`src/rtl/vec_alu_pkg.sv`:
```
// Shared opcode values and lane slicing helper for the vector ALU pipeline.
package vec_alu_pkg;

  localparam int OP_ADD   = 1;
  localparam int OP_SUB   = 2;
  localparam int OP_XOR   = 3;
  localparam int OP_AND   = 4;
  localparam int OP_OR    = 5;
  localparam int OP_MOVS  = 6;
  localparam int OP_MOVSR = 7;
  localparam int OP_SHL   = 8;
  localparam int OP_SHR   = 9;
  localparam int OP_ROR   = 10;
  localparam int OP_ROL   = 11;

  // Bit offset of lane 'lane' inside a packed vector of elem_bits-wide lanes.
  function automatic int lane_lsb(input int lane, input int elem_bits);
    return lane * elem_bits;
  endfunction

endpackage

```
`src/rtl/vec_alu_lane.sv`:
```
// One lane of the vector ALU: purely combinational, one element wide.
// Produces the lane result, a zero flag (only for legal opcodes) and the
// signed-overflow flag for ADD/SUB.
module vec_alu_lane
  import vec_alu_pkg::*;
#(
  parameter int ELEM_BITS = 8,
  parameter int ALUOP     = 4
) (
  input  logic [ALUOP-1:0]     op_i,
  input  logic [ELEM_BITS-1:0] a_i,
  input  logic [ELEM_BITS-1:0] b_i,
  input  logic [ELEM_BITS-1:0] scalar_i,
  output logic [ELEM_BITS-1:0] res_o,
  output logic                 zero_o,
  output logic                 ovf_o
);

  localparam int SHW = $clog2(ELEM_BITS);
  localparam int MSB = ELEM_BITS - 1;

  logic [SHW-1:0]         amt;
  logic                   amt_big;
  logic [2*ELEM_BITS-1:0] dbl;
  logic [2*ELEM_BITS-1:0] rot_r;
  logic [2*ELEM_BITS-1:0] rot_l;
  logic [ELEM_BITS-1:0]   sum;
  logic [ELEM_BITS-1:0]   diff;
  logic                   legal;
  int                     op_n;

  // Lane datapath: pick the result for the opcode, flag overflow and zero.
  always_comb begin
    op_n    = int'(op_i);
    amt     = b_i[SHW-1:0];
    // Any set bit at or above log2(ELEM_BITS) means the shift amount is >= ELEM_BITS.
    amt_big = |b_i[ELEM_BITS-1:SHW];
    dbl     = {a_i, a_i};
    rot_r   = dbl >> amt;
    rot_l   = dbl << amt;
    sum     = a_i + b_i;
    diff    = a_i - b_i;
    res_o   = '0;
    ovf_o   = 1'b0;
    legal   = 1'b1;
    case (op_n)
      OP_ADD: begin
        res_o = sum;
        ovf_o = (a_i[MSB] == b_i[MSB]) && (sum[MSB] != a_i[MSB]);
      end
      OP_SUB: begin
        res_o = diff;
        ovf_o = (a_i[MSB] != b_i[MSB]) && (diff[MSB] != a_i[MSB]);
      end
      OP_XOR:   res_o = a_i ^ b_i;
      OP_AND:   res_o = a_i & b_i;
      OP_OR:    res_o = a_i | b_i;
      OP_MOVS,
      OP_MOVSR: res_o = scalar_i;
      OP_SHL:   res_o = amt_big ? '0 : (a_i << amt);
      OP_SHR:   res_o = amt_big ? '0 : (a_i >> amt);
      OP_ROR:   res_o = rot_r[ELEM_BITS-1:0];
      OP_ROL:   res_o = rot_l[2*ELEM_BITS-1:ELEM_BITS];
      default:  legal = 1'b0;
    endcase
    zero_o = legal && (res_o == '0);
  end

endmodule

```
`src/rtl/vec_alu_pipe.sv`:
```
// Two-stage pipelined multi-lane ALU with valid/ready on both sides.
// S1 holds the accepted opcode and operands; S2 holds the computed result
// and flags, which drive the outputs directly.
//
// Handshake: a transfer happens on a rising edge where valid && ready are
// both high. A producer holds valid and its payload until the transfer;
// ready may depend combinationally on the consumer's ready. Here in_ready
// follows out_ready through the S1-advance term, and outputs stay frozen
// while out_valid && !out_ready.
module vec_alu_pipe
  import vec_alu_pkg::*;
#(
  parameter int ELEM_BITS = 8,
  parameter int LANES     = 4,
  parameter int ALUOP     = 4
) (
  input  logic                       clk,
  input  logic                       rst,
  input  logic                       in_valid,
  output logic                       in_ready,
  input  logic [ALUOP-1:0]           alu_op,
  input  logic [LANES*ELEM_BITS-1:0] vec_a,
  input  logic [LANES*ELEM_BITS-1:0] vec_b,
  input  logic [ELEM_BITS-1:0]       scalar_in,
  output logic                       out_valid,
  input  logic                       out_ready,
  output logic [LANES*ELEM_BITS-1:0] alu_result,
  output logic [LANES-1:0]           zero,
  output logic [LANES-1:0]           overflow,
  output logic                       illegal_op
);

  localparam int VW = LANES * ELEM_BITS;

  // Stage 1 registers
  logic                 s1_valid_q, s1_valid_d;
  logic [ALUOP-1:0]     s1_op_q;
  logic [VW-1:0]        s1_a_q;
  logic [VW-1:0]        s1_b_q;
  logic [ELEM_BITS-1:0] s1_scalar_q;

  // Stage 2 registers
  logic                 s2_valid_q, s2_valid_d;
  logic [VW-1:0]        result_q;
  logic [LANES-1:0]     zero_q;
  logic [LANES-1:0]     ovf_q;
  logic                 illegal_q;

  logic [ELEM_BITS-1:0] scalar_reg_q, scalar_reg_d;

  logic                 s1_adv;
  logic                 accept;
  int                   s1_op_n;
  logic                 s1_legal;
  logic [ELEM_BITS-1:0] scalar_sel;
  logic [VW-1:0]        lane_res;
  logic [LANES-1:0]     lane_zero;
  logic [LANES-1:0]     lane_ovf;

  // Handshake, opcode decode and next-state terms.
  always_comb begin
    s1_adv     = !s2_valid_q || out_ready;
    in_ready   = !s1_valid_q || s1_adv;
    accept     = in_valid && in_ready;
    s1_op_n    = int'(s1_op_q);
    s1_legal   = (s1_op_n >= OP_ADD) && (s1_op_n <= OP_ROL);
    // MOVSR forwards its own scalar; MOVS reads the register as of this edge,
    // which already holds any MOVSR that moved to S2 on an earlier edge.
    scalar_sel = (s1_op_n == OP_MOVSR) ? s1_scalar_q : scalar_reg_q;

    s1_valid_d = s1_valid_q;
    if (accept) s1_valid_d = 1'b1;
    else if (s1_adv) s1_valid_d = 1'b0;

    s2_valid_d = s1_adv ? s1_valid_q : s2_valid_q;

    scalar_reg_d = scalar_reg_q;
    if (s1_adv && s1_valid_q && (s1_op_n == OP_MOVSR)) scalar_reg_d = s1_scalar_q;
  end

  // One combinational lane per element.
  for (genvar g = 0; g < LANES; g++) begin : g_lane
    localparam int LSB = lane_lsb(g, ELEM_BITS);
    vec_alu_lane #(
      .ELEM_BITS(ELEM_BITS),
      .ALUOP    (ALUOP)
    ) u_lane (
      .op_i    (s1_op_q),
      .a_i     (s1_a_q[LSB +: ELEM_BITS]),
      .b_i     (s1_b_q[LSB +: ELEM_BITS]),
      .scalar_i(scalar_sel),
      .res_o   (lane_res[LSB +: ELEM_BITS]),
      .zero_o  (lane_zero[g]),
      .ovf_o   (lane_ovf[g])
    );
  end

  // S1: capture opcode and operands on an accepted transaction.
  always_ff @(posedge clk or posedge rst) begin
    if (rst) begin
      s1_valid_q  <= 1'b0;
      s1_op_q     <= '0;
      s1_a_q      <= '0;
      s1_b_q      <= '0;
      s1_scalar_q <= '0;
    end else begin
      s1_valid_q <= s1_valid_d;
      if (accept) begin
        s1_op_q     <= alu_op;
        s1_a_q      <= vec_a;
        s1_b_q      <= vec_b;
        s1_scalar_q <= scalar_in;
      end
    end
  end

  // S2: register the lane results and flags when S1 advances with valid data.
  always_ff @(posedge clk or posedge rst) begin
    if (rst) begin
      s2_valid_q <= 1'b0;
      result_q   <= '0;
      zero_q     <= '0;
      ovf_q      <= '0;
      illegal_q  <= 1'b0;
    end else begin
      s2_valid_q <= s2_valid_d;
      if (s1_adv && s1_valid_q) begin
        result_q  <= lane_res;
        zero_q    <= lane_zero;
        ovf_q     <= lane_ovf;
        illegal_q <= !s1_legal;
      end
    end
  end

  // Scalar register, written by MOVSR as it leaves S1.
  always_ff @(posedge clk or posedge rst) begin
    if (rst) scalar_reg_q <= '0;
    else     scalar_reg_q <= scalar_reg_d;
  end

  assign out_valid  = s2_valid_q;
  assign alu_result = result_q;
  assign zero       = zero_q;
  assign overflow   = ovf_q;
  assign illegal_op = illegal_q;

endmodule
```
`config.mk`:
```
export PLATFORM = sky130hd
export DESIGN_NAME = vec_alu_pipe
export DESIGN_NICKNAME = d
export VERILOG_FILES = /design/src/rtl/vec_alu_pkg.sv /design/src/rtl/vec_alu_lane.sv /design/src/rtl/vec_alu_pipe.sv
export SDC_FILE = /design/constraint.sdc
export NUM_CORES = 1
export LEC_CHECK = 0
export BUFFER_PORTS_ARGS = -buffer_cell sky130_fd_sc_hd__buf_2
export CORE_MARGIN = 1.5
export CORE_UTILIZATION = 26
export CTS_BUF_LIST = sky130_fd_sc_hd__clkbuf_16
export DETAILED_ROUTE_END_ITERATION = 6
export PLACE_DENSITY = 0.46
export RECOVER_POWER = 50
export SYNTH_ARGS = -nofsm -noshare
export SYNTH_HDL_FRONTEND = slang
export SYNTH_SLANG_ARGS = --single-unit
export TNS_END_PERCENT = 10
```
`constraint.sdc`:
```
create_clock -name clk -period 11.05 [get_ports clk]
set_clock_uncertainty 0.1 [all_clocks]
set_input_delay 1.105 -clock clk [delete_from_list [all_inputs] [get_ports clk]]
set_output_delay 1.105 -clock clk [all_outputs]
set_load 0.02 [all_outputs]
```
==> impl_metrics.csv <==
group,metric,value,unit
logic_synthesis,yosysSeqAreaShare,0.254,
run,cap_violations,3,
logic_synthesis,synth_cell_types,80,
route,viasPerCell,5.54,
worst_setup_path,cp-end-kind,"asynchronous set/reset pin",
clock_network,cts_tree,"yes",
sta,rsz0062_at_grt,"no",
global_route,grtUsageMet1,0.258,
sta,hold_viol,0,
worst_setup_path,cp_top_family,"buffers and inverters",
global_route,grt_pass1_vias,11400,
floorplanning,die_area,49400,µm²
route,wl_per_cell,22.7,µm
floorplanning,io_pins,123,
global_route,grtUsageTotal,0.193,
layout,n_antenna_cell,0,
clock_network,ctsLongestPathBuffers,2,
logic_synthesis,synth_top_cells_by_count,"127 x dfrtp_1, 118 x mux2_2, 108 x nand2_1",
route,drcViolationCount,0,
logic_synthesis,syn_nets,1609,
floorplanning,die_h,222,µm
route,drt-pass1-iter-count,5,
sta,fin_tns_setup,0,ns
sta,maxSlewHeadroom,-1.51,
logic_synthesis,synth_warnings,0,
route,drtIter0Drc,893,
layout,drive_gt1_frac,0.197,
worst_setup_path,start_kind,"input pin",
floorplanning,core-area,47600,µm²
clock_network,clkTransAtPathRegs,0.06,ns
sta,setup_violations,0,
logic_synthesis,synth_most_common_cell,"dfrtp_1",
layout,fin_area,14300,µm²
sta,fin_crit,5.86,ns
global_route,grt_max_degree,81,
clock_network,cts_root_buffer,"clkbuf_16",
global_route,use_met2,0.313,
global_route,grt_pass1_wl,73000,µm
global_route,use_met3,0.0327,
global_route,antenna_found_initial,0,
sta,tightestPinTransition,3.75,ns
logic_synthesis,yosysTopAreaCell,"dfrtp_1",
logic_synthesis,ys_ff_latch,127,
clock_network,insertion_delay,0.47,ns
status,outcome,"finished with violations",
clock_network,ctsHtreeMaxLevel,4,
worst_setup_path,cp_slowest_stage_delay,2.25,ns
status,violations,"capacitance limit, slew limit",
sta,finalCritPeriodShare,0.531,
worst_setup_path,critPathMaxFanout,80,
logic_synthesis,synth_top_area_share,0.254,
layout,fin_nets,1668,
sta,slew_viol_final,187,
clock_network,cts_buffers,17,
logic_synthesis,syn_avg_cell_area,8.78,µm²
floorplanning,placementRows,80,
logic_synthesis,synth_edf_count,0,
power_and_ir_drop,power_density,181,nW/µm²
worst_setup_path,ff2ff_setup_slack,7.08,ns
logic_synthesis,synthCells,1425,
logic_synthesis,synthArstFlopShare,1.00,
worst_hold_path,min_path_type,"reg2reg",
layout,area_growth,14.4,%
logic_synthesis,ys_top_cells_by_area,"dfrtp_1 25%, mux2_2 11%, ha_1 9.6%",
placed_design,dp_hpwl,35500,µm
floorplanning,die_w,222,µm
clock_network,hold_buffers,0,
worst_setup_path,crit_chain,"buf_2 -> clkinvlp_2 -> clkbuf_1",
route,totalWireLength,47900,µm
sta,fmax,171,MHz
logic_synthesis,synth_area,12500,µm²
worst_setup_path,crit_slowest_cell,"clkbuf_1",
worst_setup_path,crit_arrival,5.66,ns
clock_network,postCtsResizedCells,0,
power_and_ir_drop,leakage,6.14,nW
worst_setup_path,critical_path_buf_inv_count,3,
route,vias,11700,
clock_network,cts_num_sinks,127,
floorplanning,initial_core_util,0.262,
worst_setup_path,crit_required,10.85,ns
global_route,grt_overflow,0,
placed_design,gp_congestion,0.921,
route,antenna_left,0,
worst_setup_path,worstSetupPathType,"in2async",
clock_network,post_cts_buffers,0,
power_and_ir_drop,ir_drop,0.0859,mV
placed_design,port_buffers,122,
logic_synthesis,synth_ff_type,"dfrtp_1",
placed_design,place_area,13700,µm²
global_route,globalRoute.busiestLayer,"met2",
## cell type report
class,instances,area (µm²)
Clock buffer,17,425
Clock inverter,15,209
Fill cell,5087,33300
Inverter,91,343
Multi-Input combinational cell,1099,8630
Sequential cell,127,3180
Tap cell,615,769
Timing Repair Buffer,148,746
## per-layer routing
layer	share of wire	wire length, µm
met1	0.45	21400
met2	0.47	22500
met3	0.054	2600
met4	0.029	1400
met5	0	0
## placed cells by master (no fill, tap or decap), drive strengths merged, types with 18 or more instances in the layout
cell type | synthesis | layout
a211oi | 19 | 19
a21oi | 72 | 72
buf | 26 | 104
clkbuf | 82 | 61
dfrtp | 127 | 127
ha | 96 | 96
inv | 90 | 95
mux2 | 119 | 119
mux2i | 67 | 67
mux4 | 20 | 20
nand2 | 108 | 108
nand2b | 19 | 19
nand3 | 25 | 25
nor2 | 100 | 100
nor3 | 37 | 37
o211ai | 18 | 18
o21ai | 79 | 79
o22ai | 31 | 31
## flip-flops by register name, summed over array words and instances, names as in the netlist
signal	flops
alu_result	32
illegal_op	1
out_valid	1
overflow	4
s1_a_q	32
s1_b_q	32
s1_op_q	4
s1_scalar_q	8
s1_valid_q	1
scalar_reg_q	8
zero	4
## logic make-up (layout without fill, tap and decap cells)
logic type	count (synthesis)	in the layout	synth area share
xor+xnor	15	15	0.0105
flops	127	127	0.254
mux	206	206	0.198
simple gates	376	376	0.148
compound gates	398	398	0.218
buf+inv	199	271	0.0625
fa+ha+maj	104	104	0.109
## report_power, final
part           leakage (nW)  switching (mW)  internal, mW
Clock                 0.307           0.248         0.380
Sequential             1.54           0.162         0.571
Combinational          4.30           0.739         0.490
## per-stage QoR
step | instances | utilization | power, mW | hold WS [ns] | worst slack, ns
2_1_floorplan | 1425 | - | 1.56 | 0.375 | 6.46
3_3_place_gp | 2080 | 0.288 | 1.97 | 0.363 | 7.17
3_5_place_dp | 2080 | 0.288 | 1.97 | 0.368 | 7.16
4_1_cts | 2112 | 0.302 | 2.62 | 0.383 | 7.12
5_1_grt | 2112 | 0.300 | 2.76 | 0.403 | 4.19
6_report | 2112 | 0.300 | 2.59 | 0.377 | 5.19
## final timing paths
| kind | depth (start not counted) | to | startpoint |
|---|---|---|---|
| max | 3 | alu_result[19]$_DFFE_PP0P_ | rst |
| min | 2 | alu_result[17]$_DFFE_PP0P_ | alu_result[17]$_DFFE_PP0P_ |
| max reg2reg | 10 | zero[2]$_DFFE_PP0P_ | s1_b_q[18]$_DFFE_PP0P_ |
| min reg2reg | 2 | alu_result[17]$_DFFE_PP0P_ | alu_result[17]$_DFFE_PP0P_ |
| max in group clk | 9 | zero[3]$_DFFE_PP0P_ | out_ready |
| min in group asynchronous | 2 | s1_a_q[14]$_DFFE_PP0P_ | rst |
## tightest hold or removal path: stages (launching register included)
cell	delay, ns
dfrtp_1	0.34
nand2_1	0.04
o21ai_0	0.06
Note: power is estimated with default switching activity, not from simulation.
